`config.mk`:
```
export PLATFORM = sky130hd
export DESIGN_NAME = uram_arbiter
export DESIGN_NICKNAME = d
export VERILOG_FILES = /design/src/rtl/uram_arbiter_pkg.sv /design/src/rtl/rr_arbiter2.sv /design/src/rtl/uram_arbiter.sv
export SDC_FILE = /design/constraint.sdc
export NUM_CORES = 1
export LEC_CHECK = 0
export ABC_AREA = 0
export BUFFER_PORTS_ARGS = -buffer_cell sky130_fd_sc_hd__buf_2
export CAP_MARGIN = 20
export CORE_AREA = 2 2 157 159
export DETAILED_ROUTE_END_ITERATION = 12
export DIE_AREA = 0 0 159 161
export SKIP_LAST_GASP = 1
export SLEW_MARGIN = 20
export SYNTH_ARGS = -nofsm -noshare
export SYNTH_HDL_FRONTEND = slang
export SYNTH_HIERARCHICAL = 1
export SYNTH_SLANG_ARGS = --single-unit
```
`constraint.sdc`:
```
create_clock -name clock -period 3 [get_ports clock]
set_clock_uncertainty 0.1 [all_clocks]
set_input_delay 0.9 -clock clock [delete_from_list [all_inputs] [get_ports clock]]
set_output_delay 0.9 -clock clock [all_outputs]
set_load 0.01 [all_outputs]
```
`src/rtl/uram_arbiter_pkg.sv`:
```
// Shared types for the UltraRAM arbiter: controller state and client identity.
package uram_arbiter_pkg;

  typedef enum logic {
    CLEAR = 1'b0,
    RUN   = 1'b1
  } state_e;

  typedef enum logic {
    CLIENT_A = 1'b0,
    CLIENT_B = 1'b1
  } client_e;

endpackage

```
`src/rtl/rr_arbiter2.sv`:
```
// Two-way round-robin arbiter: one-hot grant plus the pointer value to register.
module rr_arbiter2
  import uram_arbiter_pkg::*;
(
  input  logic       enable,
  input  logic [1:0] req,
  input  client_e    ptr,
  output logic [1:0] grant,
  output client_e    ptr_next
);

  always_comb begin
    // NOTE: every output gets a default first so no path leaves it unassigned (no latch).
    grant    = 2'b00;
    ptr_next = ptr;
    if (enable) begin
      case (req)
        2'b01:   grant = 2'b01;
        2'b10:   grant = 2'b10;
        2'b11:   grant = (ptr == CLIENT_A) ? 2'b01 : 2'b10;
        default: grant = 2'b00;
      endcase
      // The winner goes to the back of the line.
      if (grant[0]) begin
        ptr_next = CLIENT_B;
      end else if (grant[1]) begin
        ptr_next = CLIENT_A;
      end
    end
  end

endmodule

```
`src/rtl/uram_arbiter.sv`:
```
// Zero-fill controller and dual round-robin port arbiter in front of one
// simple-dual-port, read-first, 1-cycle-latency memory.
module uram_arbiter
  import uram_arbiter_pkg::*;
#(
  parameter int DATA_WIDTH    = 64,
  parameter int ADDRESS_WIDTH = 12
) (
  input  logic                     clock,
  input  logic                     reset_n,
  input  logic                     clear,
  output logic                     busy,

  input  logic                     a_rd_valid,
  input  logic [ADDRESS_WIDTH-1:0] a_rd_addr,
  output logic                     a_rd_ready,
  output logic                     a_rd_rsp_valid,
  input  logic                     a_wr_valid,
  input  logic [ADDRESS_WIDTH-1:0] a_wr_addr,
  input  logic [DATA_WIDTH-1:0]    a_wr_data,
  output logic                     a_wr_ready,

  input  logic                     b_rd_valid,
  input  logic [ADDRESS_WIDTH-1:0] b_rd_addr,
  output logic                     b_rd_ready,
  output logic                     b_rd_rsp_valid,
  input  logic                     b_wr_valid,
  input  logic [ADDRESS_WIDTH-1:0] b_wr_addr,
  input  logic [DATA_WIDTH-1:0]    b_wr_data,
  output logic                     b_wr_ready,

  output logic [DATA_WIDTH-1:0]    rd_rsp_data,

  output logic [ADDRESS_WIDTH-1:0] mem_raddr,
  output logic                     mem_wen,
  output logic [ADDRESS_WIDTH-1:0] mem_waddr,
  output logic [DATA_WIDTH-1:0]    mem_din,
  input  logic [DATA_WIDTH-1:0]    mem_dout
);

  localparam logic [ADDRESS_WIDTH-1:0] LAST_ADDR = '1;

  state_e                     state, state_next;
  logic [ADDRESS_WIDTH-1:0]   fill_count;
  client_e                    rd_ptr, rd_ptr_next;
  client_e                    wr_ptr, wr_ptr_next;
  logic [1:0]                 rd_grant, wr_grant;
  logic                       run;

  assign run = (state == RUN);

  rr_arbiter2 u_rd_arb (
    .enable   (run),
    .req      ({b_rd_valid, a_rd_valid}),
    .ptr      (rd_ptr),
    .grant    (rd_grant),
    .ptr_next (rd_ptr_next)
  );

  rr_arbiter2 u_wr_arb (
    .enable   (run),
    .req      ({b_wr_valid, a_wr_valid}),
    .ptr      (wr_ptr),
    .grant    (wr_grant),
    .ptr_next (wr_ptr_next)
  );

  // State register.
  always_ff @(posedge clock or negedge reset_n) begin
    // NOTE: sequential state uses non-blocking assignments so every flop samples pre-edge values.
    if (!reset_n) begin
      state <= CLEAR;
    end else begin
      state <= state_next;
    end
  end

  // Next-state logic; clear is only honoured in RUN.
  always_comb begin
    state_next = state;
    case (state)
      CLEAR:   if (fill_count == LAST_ADDR) state_next = RUN;
      RUN:     if (clear) state_next = CLEAR;
      default: state_next = CLEAR;
    endcase
  end

  // Fill counter wraps to 0 on the last address, ready for the next clear.
  always_ff @(posedge clock or negedge reset_n) begin
    if (!reset_n) begin
      fill_count     <= '0;
      rd_ptr         <= CLIENT_A;
      wr_ptr         <= CLIENT_A;
      a_rd_rsp_valid <= 1'b0;
      b_rd_rsp_valid <= 1'b0;
    end else begin
      if (state == CLEAR) begin
        fill_count <= fill_count + 1'b1;
      end
      rd_ptr         <= rd_ptr_next;
      wr_ptr         <= wr_ptr_next;
      a_rd_rsp_valid <= rd_grant[0];
      b_rd_rsp_valid <= rd_grant[1];
    end
  end

  // Output logic: zero-fill drives the write port, otherwise the granted client does.
  always_comb begin
    busy       = 1'b0;
    a_rd_ready = rd_grant[0];
    b_rd_ready = rd_grant[1];
    a_wr_ready = wr_grant[0];
    b_wr_ready = wr_grant[1];
    mem_raddr  = '0;
    mem_wen    = 1'b0;
    mem_waddr  = '0;
    mem_din    = '0;
    if (state == CLEAR) begin
      busy      = 1'b1;
      mem_wen   = 1'b1;
      mem_waddr = fill_count;
    end else begin
      if (rd_grant[0]) begin
        mem_raddr = a_rd_addr;
      end else if (rd_grant[1]) begin
        mem_raddr = b_rd_addr;
      end
      mem_wen = |wr_grant;
      if (wr_grant[0]) begin
        mem_waddr = a_wr_addr;
        mem_din   = a_wr_data;
      end else if (wr_grant[1]) begin
        mem_waddr = b_wr_addr;
        mem_din   = b_wr_data;
      end
    end
  end

  assign rd_rsp_data = mem_dout;

endmodule

```
==> key figures <==
STA
  – Setup TNS: -2.338 ns
  – Final Slew Violations: 0
  – RSZ-0062 raised after global routing: true
  – Max transition margin: 70.62%
  – Final setup margin: -0.08175 ns
  – Final hold violations: 0
  – Final setup violation count: 58
  – Max Clk Rate: 324.5 MHz
  – Worst slew pin tran: 0.4406 ns
  – Crit path time final: 3.082 ns
  – Period utilisation layout: 102.7%

Die
  – Starting Density: 10.43%
  – Total die area: 25600 µm²
  – # rows: 57
  – Ports: 407
  – Area of the core: 23960 µm²
  – Die Ht: 161 µm
  – Die width: 159 µm

Clock tree
  – Clock Latency Late Sink: 0.25 ns
  – Clock Pin Slew Worst Setup and Hold Paths: 0.05 ns
  – Htree depth: 1
  – Number of CTS-inserted buffers: 3
  – TritonCTS clock tree: done
  – Root Buffer: clkbuf_16
  – Longest Clk Path Bufs: 2
  – Clock sink total: 17

Pwr
  – Clock share of power: 26.6%
  – Sw frac: 35.39%
  – Sequential share of power: 35.7%
  – PD cells: 221.7 nW/µm²
  – Gate power share: 37.7%
  – Pwr Total: 1018 µW
  – Cell internal pwr: 657.5 µW
  – P_sw: 360.2 µW
  – Peak VDD IR: 0.1378 mV
  – Leak: 0.002113 µW

GRT
  – Initial antenna violation count: 0
  – Grt total ovfl: 0
  – Total Routing Usage GR: 9.586%
  – Pin count of the biggest net entering global routing: 50
  – Vias in the first global route: 3151
  – First-pass GRT wire length: 18980 µm

Place
  – Detailed placer's ending HPWL: 9949 µm
  – Buffers on Ports: 278
  – DP Worst Slack: -0.2375 ns
  – Gpl congestion: 0.7718

Route
  – DR pass1 iterations: 5
  – Routed length per instance: 15.05 µm
  – # DRC: 0
  – Antenna Nets Post-Route: 0
  – Final wirelength: 13530 µm
  – Vias post-DR: 3440
  – Post-DR vias/cell: 3.826
  – Initial drt markers: 234

Synthesis
  – Synth cell types: 28
  – Simple-gate share of the synthesized area: 22.42%
  – Sequential cell area fraction in the yosys report: 17.02%
  – Post-synth top area share: 22.22%
  – Synth Area in Adders: 0.5005%
  – Multiplexer share of the synthesized area: 0.4505%
  – Largest family of logic cells by synthesized area: compound AO/OA/AOI/OAI gates
  – Synth Area in Compound Gates: 28.88%
  – Seq cells post-synth: 17
  – Top cells by area, synth: a22oi_1 (22%), buf_4 (19%), dfrtp_1 (17%)
  – Biggest area consumer among synthesized cells: a22oi_1
  – Mapped Nets: 599
  – Post-Syn Area: 2500 µm²
  – Yosys warns: 6
  – Post-synthesis cell count: 351
  – Synth Area in XOR/XNOR: 3.854%
  – Syn_area_per_cell: 7.122 µm²

Outcome
  – Failing checks: setup timing
  – Status: complete, but fails checks

Worst setup path
  – Critical path's most frequent cell: buf_12
  – Critical path's largest stage delay: 0.18 ns
  – Critical path's slowest cell: a21oi_4
  – Critical Path RT: 2.00 ns
  – Worst Path Max Fanout: 7
  – Crit-path cells: buf_8 -> nand2_4 -> a21oi_4 -> nor2b_4 -> buf_12 -> buf_12 -> buf_4 -> a22oi_2 -> nor2_1 -> buf_2
  – Setup Crit Path Kind: input pin to output pin
  – CP Buf/Inv Count: 5
  – Worst path arrival time: 2.08 ns
  – Crit. End Element: output pin
  – Startpoint Class: input pin
  – Worst path top cell family by delay: buffers and inverters

Layout
  – Sequential Area: 426.7 µm²
  – Layout fillers: 2729
  – Multi-input gate area: 1660 µm²
  – Final nets: 824
  – Share of layout cells above drive strength 1: 63.83%
  – Antenna diodes: 0
  – Layout area overhead: 83.58%

Job
  – Max Cap Violations: 0

Min path
  – Worst hold path type: register to register
==> power by group through the flow <==
stage / sequential [µW] / clock, µW / combinational [µW]
floorplan: 347 / 0 / 245
global placement: 363 / 0 / 361
detailed placement: 366 / 0 / 367
CTS: 362 / 282 / 377
global route: 373 / 289 / 426
finish: 363 / 271 / 383
==> final cells by class <==
cell class,instances,share of cell area (%)
timing repair buffer,314,43.62
multi-input combinational,236,36.18
sequential,17,9.297
tap,324,8.833
clock buffer,4,1.718
inverter,4,0.3544
==> kinds of logic after synthesis <==
family                   count (synthesis)
multiplexers                             1
AO/OA/AOI/OAI                           96
buffers and inverters                   98
XOR/XNOR                                11
flip-flops                              17
adder cells (fa/ha/maj)                  1
AND/OR/NAND/NOR                        127
==> layout by cell type, fill, tap and decap left out, types with 3 or more instances in the layout <==
cell type    n
a21oi_1      4
a21oi_2      3
a221oi_1     4
a221oi_2     5
a221oi_4     3
a22oi_1     50
a22oi_2     24
buf_12      16
buf_16       3
buf_2      275
buf_4       12
buf_8        4
clkbuf_16    5
dfrtp_1     16
inv_1        3
nand2_1      7
nand3b_1     3
nor2_1      98
nor3_2       3
xnor2_1      5
xor2_1       6
==> metrics by stage <==
| stage | hold WS (ns) | cell area [µm²] | instances | util, % |
|---|---|---|---|---|
| after floorplan | 0.3636 | 2504 | 351 | - |
| after global placement | 0.3851 | 3890 | 880 | 16.23 |
| after detailed placement | 0.3903 | 3890 | 880 | 16.23 |
| after CTS | 0.3989 | 4392 | 895 | 18.33 |
| after global routing | 0.4190 | 4589 | 899 | 19.15 |
| final | 0.3936 | 4589 | 899 | 19.15 |
==> Yosys cell counts <==
master and number:
nor2_1 99, a22oi_1 74, buf_4 64, dfrtp_1 17
buf_2 15, a221oi_1 12, clkbuf_1 9, nand2_1 9
a21oi_1 7, buf_6 6, xor2_1 6, xnor2_1 5
inv_1 4, nand3b_1 3, nor3_2 3, a21oi_2 2
and3_1 2, nand3_1 2, nand4_1 2, nor3_1 2
ha_1 1, mux2_2 1, nand4_4 1, nand4b_2 1
nor2b_1 1, nor2b_2 1, o2bb2ai_1 1, or3_1 1
==> worst register-to-register path: cells and delay by family (launching register included) <==
| kind | cells | cell delay, ns |
|---|---|---|
| simple gates | 2 | 0.57 |
| buf+inv | 1 | 0.21 |
| flops | 1 | 0.48 |
| xor+xnor | 1 | 0.17 |
==> state kept, by name, indices dropped and copies added (netlist names) <==
signal          cells
a_rd_rsp_valid      1
b_rd_rsp_valid      1
fill_count         12
run                 1
rd_ptr              1
wr_ptr              1
==> per-layer routing <==
layer | vias up | global-route usage [%] | routed length (µm)
li1 | 1628 | - | -
met1 | 1610 | 13.29 | 5912
met2 | 192 | 15.73 | 6498
met3 | 10 | 1.592 | 1006
met4 | 0 | 1.901 | 110
met5 | - | 0 | 0
==> path summary, 6_finish.rpt <==
check                                    start              to  slack (ns)  cells after the start
worst max-delay path                a_wr_valid      mem_din[0]       -0.08                     10
worst min-delay path            fill_count[11]  fill_count[11]        0.39                      1
worst max register to register             run  fill_count[11]        1.40                      4
worst min register to register  fill_count[11]  fill_count[11]        0.39                      1
max in group asynchronous              reset_n             run        1.98                      1
min in group asynchronous              reset_n   fill_count[8]        0.49                      1
==> what timing repair did <==
action	CTS	global route
pin swaps	10	32
gates cloned	6	2
endpoints found under the setup margin	87	89
resized for setup	45	35
hold buffers	0	0
setup buffers	7	7
(Power assumes the default switching activity.)
